--- src/rtl/layer3_pool_ctrl.sv ---
// layer3_pool_ctrl
// Frame-level sequencer between the conv3 output stream and the layer-3
// max-pool channel array. For each feature map it accepts one map of pixels
// over a valid/ready handshake and forwards every pixel to the array with a
// one-cycle start pulse. It then counts the array's output-valid pulses
// against the expected pooled total, and finally reports completion or
// raises a sticky error.
//
// Ports
//   clk_in       single clock, rising edge
//   rst          asynchronous active-high reset
//   frame_start  one-cycle pulse that begins a frame (honoured only in IDLE)
//   in_valid     upstream pixel valid
//   in_ready     upstream pixel accepted when in_valid & in_ready
//   in_data      all-channel pixel word
//   out_ready    downstream may accept pooled results; low stalls intake
//   pool_data    registered pixel word to the pool array
//   pool_start   one-cycle pulse aligned with pool_data
//   pool_ready   pool array (channel 0) output-valid pulse
//   busy         high while a frame is being fed or drained
//   frame_done   one-cycle pulse at frame end
//   out_cnt      pooled outputs counted in the current frame
//   pix_row      row of the next pixel to accept
//   pix_col      column of the next pixel to accept
//   err          sticky error flag
//
// state   | meaning
// --------+-------------------------------------------------------------
// S_IDLE  | waiting for frame_start, intake closed
// S_RUN   | accepting pixels, in_ready follows out_ready
// S_DRAIN | all pixels sent, waiting for remaining pool_ready pulses
// S_DONE  | one-cycle frame_done, then back to idle
module layer3_pool_ctrl #(
    parameter int bits          = 16,
    parameter int channel_num   = 16,
    parameter int map_w         = 8,
    parameter int map_h         = 8,
    parameter int pool_k        = 2,
    parameter int drain_timeout = 64,
    localparam int W            = channel_num * bits,
    localparam int OUT_TOTAL    = (map_w / pool_k) * (map_h / pool_k),
    localparam int CNT_W        = $clog2(OUT_TOTAL + 1),
    localparam int ROW_W        = (map_h > 1) ? $clog2(map_h) : 1,
    localparam int COL_W        = (map_w > 1) ? $clog2(map_w) : 1
) (
    input  logic             clk_in,
    input  logic             rst,
    input  logic             frame_start,
    input  logic             in_valid,
    output logic             in_ready,
    input  logic [W-1:0]     in_data,
    input  logic             out_ready,
    output logic [W-1:0]     pool_data,
    output logic             pool_start,
    input  logic             pool_ready,
    output logic             busy,
    output logic             frame_done,
    output logic [CNT_W-1:0] out_cnt,
    output logic [ROW_W-1:0] pix_row,
    output logic [COL_W-1:0] pix_col,
    output logic             err
);

    localparam int DR_W = (drain_timeout > 1) ? $clog2(drain_timeout) : 1;

    typedef enum logic [1:0] {
        S_IDLE  = 2'd0,
        S_RUN   = 2'd1,
        S_DRAIN = 2'd2,
        S_DONE  = 2'd3
    } state_t;

    state_t          state;
    state_t          state_nxt;
    logic [DR_W-1:0] drain_cnt;
    logic            accept;
    logic            last_pix;
    logic            cnt_full;
    logic            drain_tc;
    logic            start_ok;
    logic            timeout;
    logic            spurious;

    assign in_ready   = (state == S_RUN) && out_ready;
    assign busy       = (state == S_RUN) || (state == S_DRAIN);
    assign frame_done = (state == S_DONE);

    assign accept   = in_valid && in_ready;
    assign last_pix = (pix_row == ROW_W'(map_h - 1)) && (pix_col == COL_W'(map_w - 1));
    assign cnt_full = (out_cnt == CNT_W'(OUT_TOTAL));
    assign drain_tc = (drain_cnt == '0);
    assign start_ok = (state == S_IDLE) && frame_start;
    // Completion has priority over an expiring drain timer in the same cycle.
    assign timeout  = (state == S_DRAIN) && !cnt_full && drain_tc;
    // A pulse outside the frame, or beyond the expected total, is a violation.
    assign spurious = pool_ready && (!busy || cnt_full);

    always_ff @(posedge clk_in or posedge rst) begin
        if (rst) begin
            state <= S_IDLE;
        end else begin
            state <= state_nxt;
        end
    end

    always_comb begin
        state_nxt = state;
        case (state)
            S_IDLE:  if (frame_start) state_nxt = S_RUN;
            S_RUN:   if (accept && last_pix) state_nxt = S_DRAIN;
            S_DRAIN: if (cnt_full || drain_tc) state_nxt = S_DONE;
            S_DONE:  state_nxt = S_IDLE;
            default: state_nxt = S_IDLE;
        endcase
    end

    always_ff @(posedge clk_in or posedge rst) begin
        if (rst) begin
            pool_data  <= '0;
            pool_start <= 1'b0;
            out_cnt    <= '0;
            pix_row    <= '0;
            pix_col    <= '0;
            err        <= 1'b0;
            drain_cnt  <= DR_W'(drain_timeout - 1);
        end else begin
            pool_start <= accept;
            if (accept) begin
                pool_data <= in_data;
            end

            if (start_ok) begin
                pix_row <= '0;
                pix_col <= '0;
                out_cnt <= '0;
            end else begin
                if (accept) begin
                    if (pix_col == COL_W'(map_w - 1)) begin
                        pix_col <= '0;
                        pix_row <= (pix_row == ROW_W'(map_h - 1)) ? '0 : pix_row + ROW_W'(1);
                    end else begin
                        pix_col <= pix_col + COL_W'(1);
                    end
                end
                if (pool_ready && busy && !cnt_full) begin
                    out_cnt <= out_cnt + CNT_W'(1);
                end
            end

            // Drain timer: reloaded whenever outside DRAIN, so it starts
            // fresh on entry and expires after drain_timeout DRAIN cycles.
            if (state != S_DRAIN) begin
                drain_cnt <= DR_W'(drain_timeout - 1);
            end else if (!drain_tc) begin
                drain_cnt <= drain_cnt - DR_W'(1);
            end

            // Setting wins over clearing when both happen in one cycle.
            if (start_ok) begin
                err <= 1'b0;
            end
            if (spurious || timeout) begin
                err <= 1'b1;
            end
        end
    end

endmodule

--- config.mk ---
export PLATFORM = sky130hd
export DESIGN_NAME = layer3_pool_ctrl
export DESIGN_NICKNAME = d
export VERILOG_FILES = /design/src/rtl/layer3_pool_ctrl.sv
export SDC_FILE = /design/constraint.sdc
export NUM_CORES = 1
export LEC_CHECK = 0
export ABC_CLOCK_PERIOD_IN_PS = 8700
export BUFFER_PORTS_ARGS = -buffer_cell sky130_fd_sc_hd__buf_2
export CORE_AREA = 5 5 205 207
export CTS_CLUSTER_SIZE = 24
export DETAILED_ROUTE_END_ITERATION = 8
export DIE_AREA = 0 0 210 212
export PLACE_DENSITY = 0.65
export SETUP_SLACK_MARGIN = 0.2
export SYNTH_ARGS = -nofsm -noshare
export SYNTH_HDL_FRONTEND = slang
export SYNTH_SLANG_ARGS = --single-unit
--- constraint.sdc ---
create_clock -name clk_in -period 8.7 [get_ports clk_in]
set_clock_uncertainty 0.05 [all_clocks]
set_input_delay 0.435 -clock clk_in [delete_from_list [all_inputs] [get_ports clk_in]]
set_output_delay 0.435 -clock clk_in [all_outputs]
set_load 0.02 [all_outputs]
==> impl_metrics.yaml <==
status:
  status: "finished, final reports clean"
layout:
  seqCellArea_um2: 6940
  design_area_um2: 16200
  multi_input_area_um2: 3480
  n_fill_cell: 3884
  antenna_cells: 0
  final_layout_size_suffix_gt1_share_pct: 32.1
  final_net_count: 2116
  syn_to_final_growth_pct: 50.9
cts:
  htreeDepth: 1
  cts_tree: "yes"
  post_cts_buffers: 0
  cts_made_buffers: 30
  clkLatencyLatePin_ps: 550
  cts.sinks: 277
  clk_pin_slew_ps: 60
  root_buffer: "clkbuf_16"
  cts_buffer_depth: 3
grt:
  grt_max_degree: 116
  grt_pass1_vias: 10532
  grt_pass1_wl_mm: 55.9
  grt_overflow: 0
  antenna_found_initial: 1
  grt_usage_pct: 15.3
pwr:
  peakVddDrop_mv: 0.221
  pwr_density_cell_nw_per_um2: 377
  p_leak_nw: 9.26
worst_hold_path:
  hold_depth: 3
  holdCritStartpoint: "in_data[164]"
  hold_end: "pool_data[164]"
  hold_class: "in2reg"
sta:
  fmax_mhz: 272
  fin_ws_ps: 5030
  finalMaxSlewViolations: 0
  setup_violations: 0
  timing.final.crit_share_pct: 42.2
  period_needed_ps: 3670
  fin_tns_setup_ps: 0
  slew_headroom_pct: 32.8
  worst_pin_slew_ps: 1010
  hold_violations: 0
  rsz0062_at_grt: "false"
floorplan:
  die-area_um2: 44500
  die_w_um: 210
  die_y_um: 212
  core_area_um2: 40200
  initial_core_util_pct: 26.6
  io-pin-count: 534
  rows: 74
yosys:
  synthCells: 1198
  yosysWarnings: 0
  synth_edf_count: 0
  async_flop_share_pct: 100
  synth_most_common_cell: "nand2_1"
  yosysTopAreaCellShare_pct: 63.4
  syn_nets: 1473
  synthFlopType: "dfrtp_1"
  synth_common_cells: "nand2_1, dfrtp_1, clkbuf_1"
  ys_types: 34
  ys_ff_latch: 277
  seq_area_frac_synth_pct: 64.8
  syn_area_per_cell_um2: 8.93
  synthTopCellsByArea: "dfrtp_1, nand2_1, ha_1, dfstp_2, clkbuf_1"
  netlist_area_um2: 10700
  synth_top_cell_by_area: "dfrtp_1"
routing:
  num_vias: 10260
  vias_per_cell: 4.29
  ant_nets: 0
  drc: 0
  drt_iter0_markers: 608
  drt_first_pass_iters: 5
  wl_per_cell_um: 15.1
  routed_wl_mm: 36.2
place:
  place_area_um2: 13900
  gp_congestion: 0.869
  hpwl_mm: 25.1
  dp_slack_ps: 5010
  port_buffers: 533
critical_path:
  crit_path_end_kind: "register"
  ff2ff_path_depth: 7
  r2r_slack_ps: 5030
  start_kind: "register"
  worst-endpoint-required_ps: 9130
  timing.rr.end: "pool_data[82]"
  critPathKind: "reg2reg"
  crit_fanout: 115
  cp.arrival_ps: 4110
  rr_startpoint: "state[1]"
flow_run:
  cap_violations: 0
## stage by stage
stage                     std cells  utilization (%)  power [mW]  hold WS [ps]
final                          2393             40.2        6.09          29.6
after global routing           2393             40.2        6.50          10.2
after CTS                      2393             40.2        6.16         0.219
after detailed placement       2212             34.5        4.79           407
after global placement         2212             34.5        4.74           402
after floorplan                1198                -        3.76           440
## kinds of logic (layout without fill, tap and decap cells)
kind of cell             count (synthesis)  after routing  synth area share [%]
multiplexers                             2              2                 0.234
XOR/XNOR                                 6              6                 0.491
flip-flops                             277            277                  64.8
adder cells (fa/ha/maj)                 13             13                  1.52
buffers and inverters                   69            732                  2.70
AND/OR/NAND/NOR                        815            815                  29.2
AO/OA/AOI/OAI                           16             16                 0.982
## flip-flops by register name, summed over array words and instances (netlist names)
signal	count
pool_data	256
drain_cnt	6
out_cnt	5
pix_col	3
pix_row	3
state	2
err	1
pool_start	1
## worst max path at each step
stage,start,endpoint,slack [ps],depth (start not counted)
after floorplan,rst,err,590,1
after global placement,state[1],pool_data[123],5090,7
after detailed placement,state[1],pool_data[80],5010,7
after CTS,state[1],pool_data[80],4970,7
after global routing,state[1],pool_data[80],4670,7
final,state[1],pool_data[82],5030,7
## where the power goes
group	switching, mW	total [mW]	internal, mW
clock network	0.505	1.29	0.786
logic	1.70	2.51	0.814
registers	0.360	2.29	1.93
total	2.56	6.09	3.53
## layout by cell type (no fill, tap or decap), types with 4 or more instances in the layout
master / Yosys / layout
ha_1: 13 / 13
and2_1: 4 / 4
nor2_1: 9 / 9
dfstp_2: 6 / 6
dfrtp_1: 271 / 271
clkbuf_1: 33 / 8
dlygate4sd3_1: 0 / 129
buf_4: 0 / 7
a21oi_1: 9 / 9
clkbuf_16: 0 / 31
nand2_1: 784 / 784
inv_1: 10 / 9
buf_2: 24 / 533
clkbuf_8: 0 / 6
## critical path, cell delays in order, from the launching register on
cell and delay [ps]:
dfrtp_1 410, inv_1 120, ha_1 250, nand3_4 680, inv_8 850, buf_4 830
nand2_1 150, nand2_1 110
## layout make-up
| type | instances | area share [%] |
|---|---|---|
| multi-input combinational | 852 | 21.6 |
| clock inverter | 7 | 0.697 |
| tap | 532 | 4.12 |
| sequential | 277 | 43.0 |
| timing repair buffer | 669 | 24.8 |
| clock buffer | 45 | 5.50 |
| inverter | 11 | 0.349 |
## repair_timing
action	4_1_cts	5_1_grt
gates resized for setup	0	0
hold endpoints to repair	221	0
hold buffers	129	0
## per-layer routing
metal / routed length, um / up-vias / track usage (%)
li1: - / 4916 / -
met1: 14100 / 4843 / 18.3
met2: 17600 / 427 / 26.6
met3: 3280 / 72 / 4.35
met4: 1140 / 2 / 5.42
met5: 13 / - / 0
No activity file was read; power rests on OpenSTA's default activity.
